File: src/rtl/tran_dir_arbiter.sv
// Direction arbiter for a shared bidirectional pass-switch net.
// Ports: clk/rst (sync, active-high), req_a/req_b in;
//   gnt_a/gnt_b, drv_a2b/drv_b2a, turn, hold_cnt out (all registered).
module tran_dir_arbiter #(
  parameter int unsigned TURN_CYC = 2,
  parameter int unsigned MAX_HOLD = 8,
  parameter int unsigned CNT_W    = 8
) (
  input  logic             clk,
  input  logic             rst,
  input  logic             req_a,
  input  logic             req_b,
  output logic             gnt_a,
  output logic             gnt_b,
  output logic             drv_a2b,
  output logic             drv_b2a,
  output logic             turn,
  output logic [CNT_W-1:0] hold_cnt
);

  typedef enum logic [1:0] {
    IDLE,
    OWN_A,
    OWN_B,
    TURN
  } state_t;

  localparam logic [CNT_W-1:0] TURN_N  = CNT_W'(TURN_CYC);
  localparam logic [CNT_W-1:0] MAX_N   = CNT_W'(MAX_HOLD);
  localparam logic [CNT_W-1:0] ONE     = CNT_W'(1);
  localparam logic [CNT_W-1:0] CNT_TOP = '1;
  localparam logic             HOLD_ON = (MAX_HOLD != 0);

  state_t           state, state_n;
  logic             last_b, last_b_n;
  logic [CNT_W-1:0] turn_cnt, turn_cnt_n;
  logic [CNT_W-1:0] hold_n;
  logic             gnt_a_n, gnt_b_n, turn_n;
  logic             pick_a, pick_b;
  logic             pre_a, pre_b;

  always_comb begin
    state_n    = state;
    last_b_n   = last_b;
    turn_cnt_n = turn_cnt;

    // last_b set means B owned last, so A wins a tie
    pick_a = req_a & (~req_b | last_b);
    pick_b = req_b & (~req_a | ~last_b);

    pre_a = HOLD_ON & req_b & (hold_cnt == MAX_N);
    pre_b = HOLD_ON & req_a & (hold_cnt == MAX_N);

    unique case (state)
      IDLE: begin
        if (pick_a)      state_n = OWN_A;
        else if (pick_b) state_n = OWN_B;
      end
      OWN_A: begin
        if (!req_a || pre_a) begin
          state_n    = TURN;
          last_b_n   = 1'b0;
          turn_cnt_n = TURN_N;
        end
      end
      OWN_B: begin
        if (!req_b || pre_b) begin
          state_n    = TURN;
          last_b_n   = 1'b1;
          turn_cnt_n = TURN_N;
        end
      end
      TURN: begin
        // arbitrate only in the final dead cycle
        if (turn_cnt <= ONE) begin
          if (pick_a)      state_n = OWN_A;
          else if (pick_b) state_n = OWN_B;
          else             state_n = IDLE;
        end else begin
          turn_cnt_n = turn_cnt - ONE;
        end
      end
      default: state_n = IDLE;
    endcase

    gnt_a_n = (state_n == OWN_A);
    gnt_b_n = (state_n == OWN_B);
    turn_n  = (state_n == TURN);

    hold_n = '0;
    if (gnt_a_n || gnt_b_n) begin
      if (state_n != state)        hold_n = ONE;
      else if (hold_cnt != CNT_TOP) hold_n = hold_cnt + ONE;
      else                          hold_n = hold_cnt;
    end
  end

  always_ff @(posedge clk) begin
    if (rst) begin
      state    <= IDLE;
      last_b   <= 1'b1;
      turn_cnt <= '0;
      gnt_a    <= 1'b0;
      gnt_b    <= 1'b0;
      drv_a2b  <= 1'b0;
      drv_b2a  <= 1'b0;
      turn     <= 1'b0;
      hold_cnt <= '0;
    end else begin
      state    <= state_n;
      last_b   <= last_b_n;
      turn_cnt <= turn_cnt_n;
      gnt_a    <= gnt_a_n;
      gnt_b    <= gnt_b_n;
      drv_a2b  <= gnt_a_n;
      drv_b2a  <= gnt_b_n;
      turn     <= turn_n;
      hold_cnt <= hold_n;
    end
  end

endmodule

File: config.mk
export PLATFORM = sky130hd
export DESIGN_NAME = tran_dir_arbiter
export DESIGN_NICKNAME = d
export VERILOG_FILES = /design/src/rtl/tran_dir_arbiter.sv
export SDC_FILE = /design/constraint.sdc
export NUM_CORES = 1
export LEC_CHECK = 0
export ABC_AREA = 1
export BUFFER_PORTS_ARGS = -buffer_cell sky130_fd_sc_hd__buf_2
export CORE_MARGIN = 10
export CORE_UTILIZATION = 30
export DETAILED_ROUTE_END_ITERATION = 8
export PLACE_DENSITY_LB_ADDON = 0.12
export SYNTH_ARGS = -nofsm -noshare
export SYNTH_HDL_FRONTEND = slang
export SYNTH_SLANG_ARGS = --single-unit
File: constraint.sdc
create_clock -name clk -period 2.25 [get_ports clk]
set_input_delay 0.45 -clock clk [delete_from_list [all_inputs] [get_ports clk]]
set_output_delay 0.45 -clock clk [all_outputs]
set_load 0.03 [all_outputs]
---- After elaboration in Yosys (flattened, before gate mapping) ----
Index checks and enable logic that the tools add are counted.
W data, S select, Z words.
word-level totals
  flip-flop bits (word level) ............. 22
  input bits .............................. 4
cells by class
  bitwise gates (word level) .............. 10
  equality and inequality tests ........... 12
  reduce and logical (&&, ||, !) cells .... 13
  $add $sub $neg .......................... 2
  order comparisons ....................... 1
  muxes and demuxes ....................... 17
operators with widths
  operator               number
  $mux W8                3
  $pmux W8 S3            1
  $mux W2                7
  $add A8 B1 Y8 const B  1
  $eq A2 B2 Y1 const B   4
  $eq A8 B4 Y1 const B   1
  $le A8 B1 Y1 const B   1
  $ne A8 B8 Y1 const B   1
  $pmux W2 S4            1
  $sub A8 B1 Y8 const B  1
  $ne A2 B2 Y1 const B   3
  $and A1 B1 Y1          4
  $eq A2 B1 Y1 const B   2
  $mux W1                4
  $not A1 Y1             4
  $reduce_and A4 Y1      1
  $reduce_bool A2 Y1     2
  $logic_or A1 B1 Y1     3
  $reduce_and A3 Y1      1
  $reduce_bool A3 Y1     1
  $reduce_or A3 Y1       1
  $logic_not A1 Y1       2
  $logic_not A2 Y1       1
  $ne A2 B2 Y1           1
  3 further kinds        4

---- Logic depth before layout (Yosys ltp) ----
  depth in word-level cells ............... 11
  depth in mapped cells ................... 13
  mapped depth without buffers ............ 13

---- Least setup slack after synthesis ----
Ideal clock, no wire load.
  path type ............................... reg2reg
  start point ............................. register hold_cnt[0]
  end point ............................... register hold_cnt[1]
  cell stages (with the launch flop) ...... 14
  data arrival time ....................... 1.968 ns
  path slack .............................. 0.217 ns
  data required time ...................... 2.185 ns
  cells stage by stage .................... dfxtp_1 -> inv_1 -> ha_1 -> nand3_1 -> nor2_1 -> nand2_1 -> nand2_1 -> nand2_1 -> nand2_1 -> inv_1 -> ha_1 -> nor2_1 -> nand3_4 -> nor2_1
between the ends
  word-level cells in the longest chain between the ends .. 9
RTL lines
  what                                          line    source
  start: declaration                            18      output logic [CNT_W-1:0] hold_cnt
  start signal: assignment                      118     hold_cnt <= hold_n;
  $eq A8 B4 Y1 (*)                              51, 52
  $and A1 B1 Y1, on equally long branches       52, 51
  $logic_or A1 B1 Y1, on equally long branches  67, 60
  $mux W2, on equally long branches             67, 60
  $pmux W2 S4 (*)                               54      unique case (state)
  net state_n[1]                                34      state_t state, state_n;
  $eq A2 B1 Y1 or $eq A2 B2 Y1 (tied branches)  86, 87
  $logic_or A1 B1 Y1                            91      if (gnt_a_n || gnt_b_n) begin
  $not A1 Y1 (no source line)                   --
  $reduce_or A3 Y1 (no source line) (*)         --
Mark *: on every way through the listed nets, which the timed path passes. The rest lies on a longest branch.
A chain may end at the register's enable or synchronous reset.

---- Worst setup path after layout ----
  start point ............................. register hold_cnt[0]
  end point ............................... register hold_cnt[3]
Same word-level chain as after synthesis.

==> results by group <==
Critical path
  • CP startpoint kind: flip-flop
  • Critical-path maximum fanout: 7
  • Worst reg2reg startpoint: hold_cnt[0]
  • Crit Path Class: flip-flop to flip-flop
  • WP data arrival: ~2.3 ns
  • CP Data Required Time: about 2.5 ns
  • Nature of the critical path endpoint: flip-flop
  • CP startpoint: hold_cnt[0]

Routing
  • DR WL/cell: 11.69 microns
  • Routed via count: 1158
  • Antenna Nets Post-Route: 0
  • Vias/cell: 4.595
  • Post-Route WL: 2945 microns
  • Drt first pass iters: 4
  • Starting DRT DRC Count: 52
  • Drt drc: 0

Timing
  • Worst Skew: 0.01144 ns
  • Final Critical Period: around 2.1 ns
  • Unrepaired setup endpoints after global routing: no
  • Tcrit/Tclk final: 0.9223
  • Final slew viol count: 0
  • Number of setup violations in the final report: 0
  • Worst slew pin tran: around 0.36 ns
  • Worst hold margin: 0.4864 ns
  • Fmax: 0.4819 GHz
  • Rel. slew slack: 0.7575
  • Setup tns final: 0 ns
  • Final Hold Fails: 0

Worst hold path
  • Min-Delay Path Class: flip-flop to flip-flop
  • Worst Hold Launch: turn_cnt[7]

Logic synthesis
  • Seq/Total Area, Yosys: 0.3388
  • Post-Syn Area: 1300 sq um
  • Primary FF master, synth: dfxtp_1
  • Post-synth ARST share: 0
  • Synth Warn #: 0
  • Mapped Cells: ~190
  • Avg Cell Area, Syn: 7.027 sq um
  • Mapped Nets: between 150 and 200
  • Netlist cell types: 26
  • Seq cells post-synth: 22
  • Post-synth EDFFs: 0

Clock network
  • CTS root buf: clkbuf_8
  • Post-CTS Setup Bufs: 0
  • CTS Buf Count: 3
  • Clk_lat worst skew: 0.27 ns
  • Longest Clk Path Bufs: 2
  • Worst-path clk slew: 0.09 ns
  • Sink Count: 22
  • CTS tree: yes
  • H-tree levels: 1

Floorplan
  • Chip height: 85.83 microns
  • Die W: between 80 and 90 microns
  • Std cell rows: 23
  • Starting density of the core: 0.3181
  • Core area: 4086 sq um
  • Top Ports: 17
  • DIE AREA: 7366 sq um

Global route
  • GR Overflow Total: 0
  • Busiest metal layer after global routing: met2
  • Global-route wire length before repair: 4947 microns
  • Initial antenna violation count: 0
  • GR Util met3: 0.03027
  • Global-route track usage on met2: 0.1328
  • GRT Util Overall: 0.07969
  • Largest net degree at the start of global routing: 15
  • M1 GR Usage: 0.09575
  • Vias in the first global route: 1038

Power
  • Peak VDD IR: ~350 uV
  • P_leak: 0.0006751 uW
  • Pwr dens: 1009 nW/um^2

Run status
  • Status: finished clean

Layout
  • Area growth, synth to finish: 15.88%
  • Most frequent cells in the layout: 36 x nand2_1, 23 x nor2_1, 22 x inv_1, 22 x dfxtp_1, 16 x buf_2
  • Layout cells sized above 1: 0.2129
  • Fillers: 446
  • Commonest non-fill, non-tap cell in the layout: nand2_1
  • Diode count: 0
  • Final #Nets: 214

Flow run
  • Max-Cap Viols: 0

Place
  • Hpwl dp: between 2000 and 2500 microns
  • IO buf count: 16
  • Placer Congestion: 0.8781
[logic make-up (layout without fill, tap and decap cells)]
kind of cell / count (synthesis) / in the layout / synth area share
buffers and inverters: 30 / 47 / 0.09816
AO/OA/AOI/OAI: 23 / 23 / 0.09432
flip-flops: 22 / 22 / 0.3388
XOR/XNOR: 8 / 8 / 0.05390
adder cells (fa/ha/maj): 7 / 7 / 0.06737
AND/OR/NAND/NOR: 95 / 95 / 0.3475
[timing repair]
action / in CTS / in global routing
hold buffers: 0 / 0
endpoints found under the setup margin: 1 / 7
pin swaps: 0 / 1
resized for setup: 1 / 4
[final timing paths]
path,end,slack (ns),cells past startpoint
worst max register to register,hold_cnt[3],0.17,13
worst min register to register,turn_cnt[7],0.49,2
worst min-delay path,turn_cnt[7],0.49,2
worst max-delay path,hold_cnt[3],0.17,13
[per-layer routing]
| metal | routed length [microns] | vias to the layer above |
|---|---|---|
| met1 | 1367 | 525 |
| met2 | 1404 | 18 |
| met5 | 0 | - |
| li1 | - | 613 |
| met3 | 151 | 2 |
| met4 | 22 | 0 |
[where the power goes]
group / internal (uW) / switching (uW)
registers: 442 / 46.2
logic: 226 / 431
clock network: 238 / 137
total: 906 / 614
[worst max-delay path, cell delays in order (launching register included)]
cell     delay (ns)
dfxtp_1        0.35
inv_1          0.10
ha_1           0.15
nand3_1        0.11
nor2_2         0.15
nand2_1        0.09
nand2_1        0.06
nand2_1        0.10
nand2_2        0.12
inv_1          0.07
ha_1           0.32
nor2_4         0.14
nand3_4        0.13
nor2_2         0.11
[layout make-up]
type,count,area [sq um],area share
Tap cell,50,62.56,0.04153
Clock inverter,1,30.03,0.01993
Inverter,26,97.59,0.06478
Sequential cell,22,440.4,0.2924
Timing Repair Buffer,17,87.58,0.05814
Clock buffer,3,41.29,0.02741
Multi-Input combinational cell,133,747.0,0.4958
[sequential cells by signal (all words and copies together), names as in the netlist]
signal	count
hold_cnt	8
turn_cnt	8
state	2
drv_a2b	1
drv_b2a	1
last_b	1
turn	1
[cells in the mapped netlist (2+ instances only)]
cell type / count / share of area
a21oi_2: 2 / 0.013
inv_2: 4 / 0.012
nor2_2: 3 / 0.014
nor2_1: 26 / 0.075
dfxtp_1: 22 / 0.34
a21oi_1: 13 / 0.050
o21ai_0: 5 / 0.019
inv_1: 22 / 0.064
buf_4: 2 / 0.012
o21ai_1: 3 / 0.012
ha_1: 7 / 0.067
nand2_2: 3 / 0.014
xor2_1: 6 / 0.040
nand3_1: 12 / 0.046
nor3_1: 4 / 0.015
nand3_2: 3 / 0.023
nand3b_1: 2 / 0.012
xnor2_1: 2 / 0.013
nand2_1: 37 / 0.11
[metrics by stage]
step                      cell area [sq um]    util  cells  setup slack, ns  total power, uW
after floorplan                        1300       -    185           0.2174             1018
after global placement                 1420  0.3475    248          0.07744             1133
after detailed placement               1420  0.3475    248          0.03225             1137
after CTS                              1494  0.3656    252          0.04553             1524
after global routing                   1506  0.3686    252         0.001633             1640
final                                  1506  0.3686    252           0.1748             1521
Note: power is estimated with default switching activity, not from simulation.
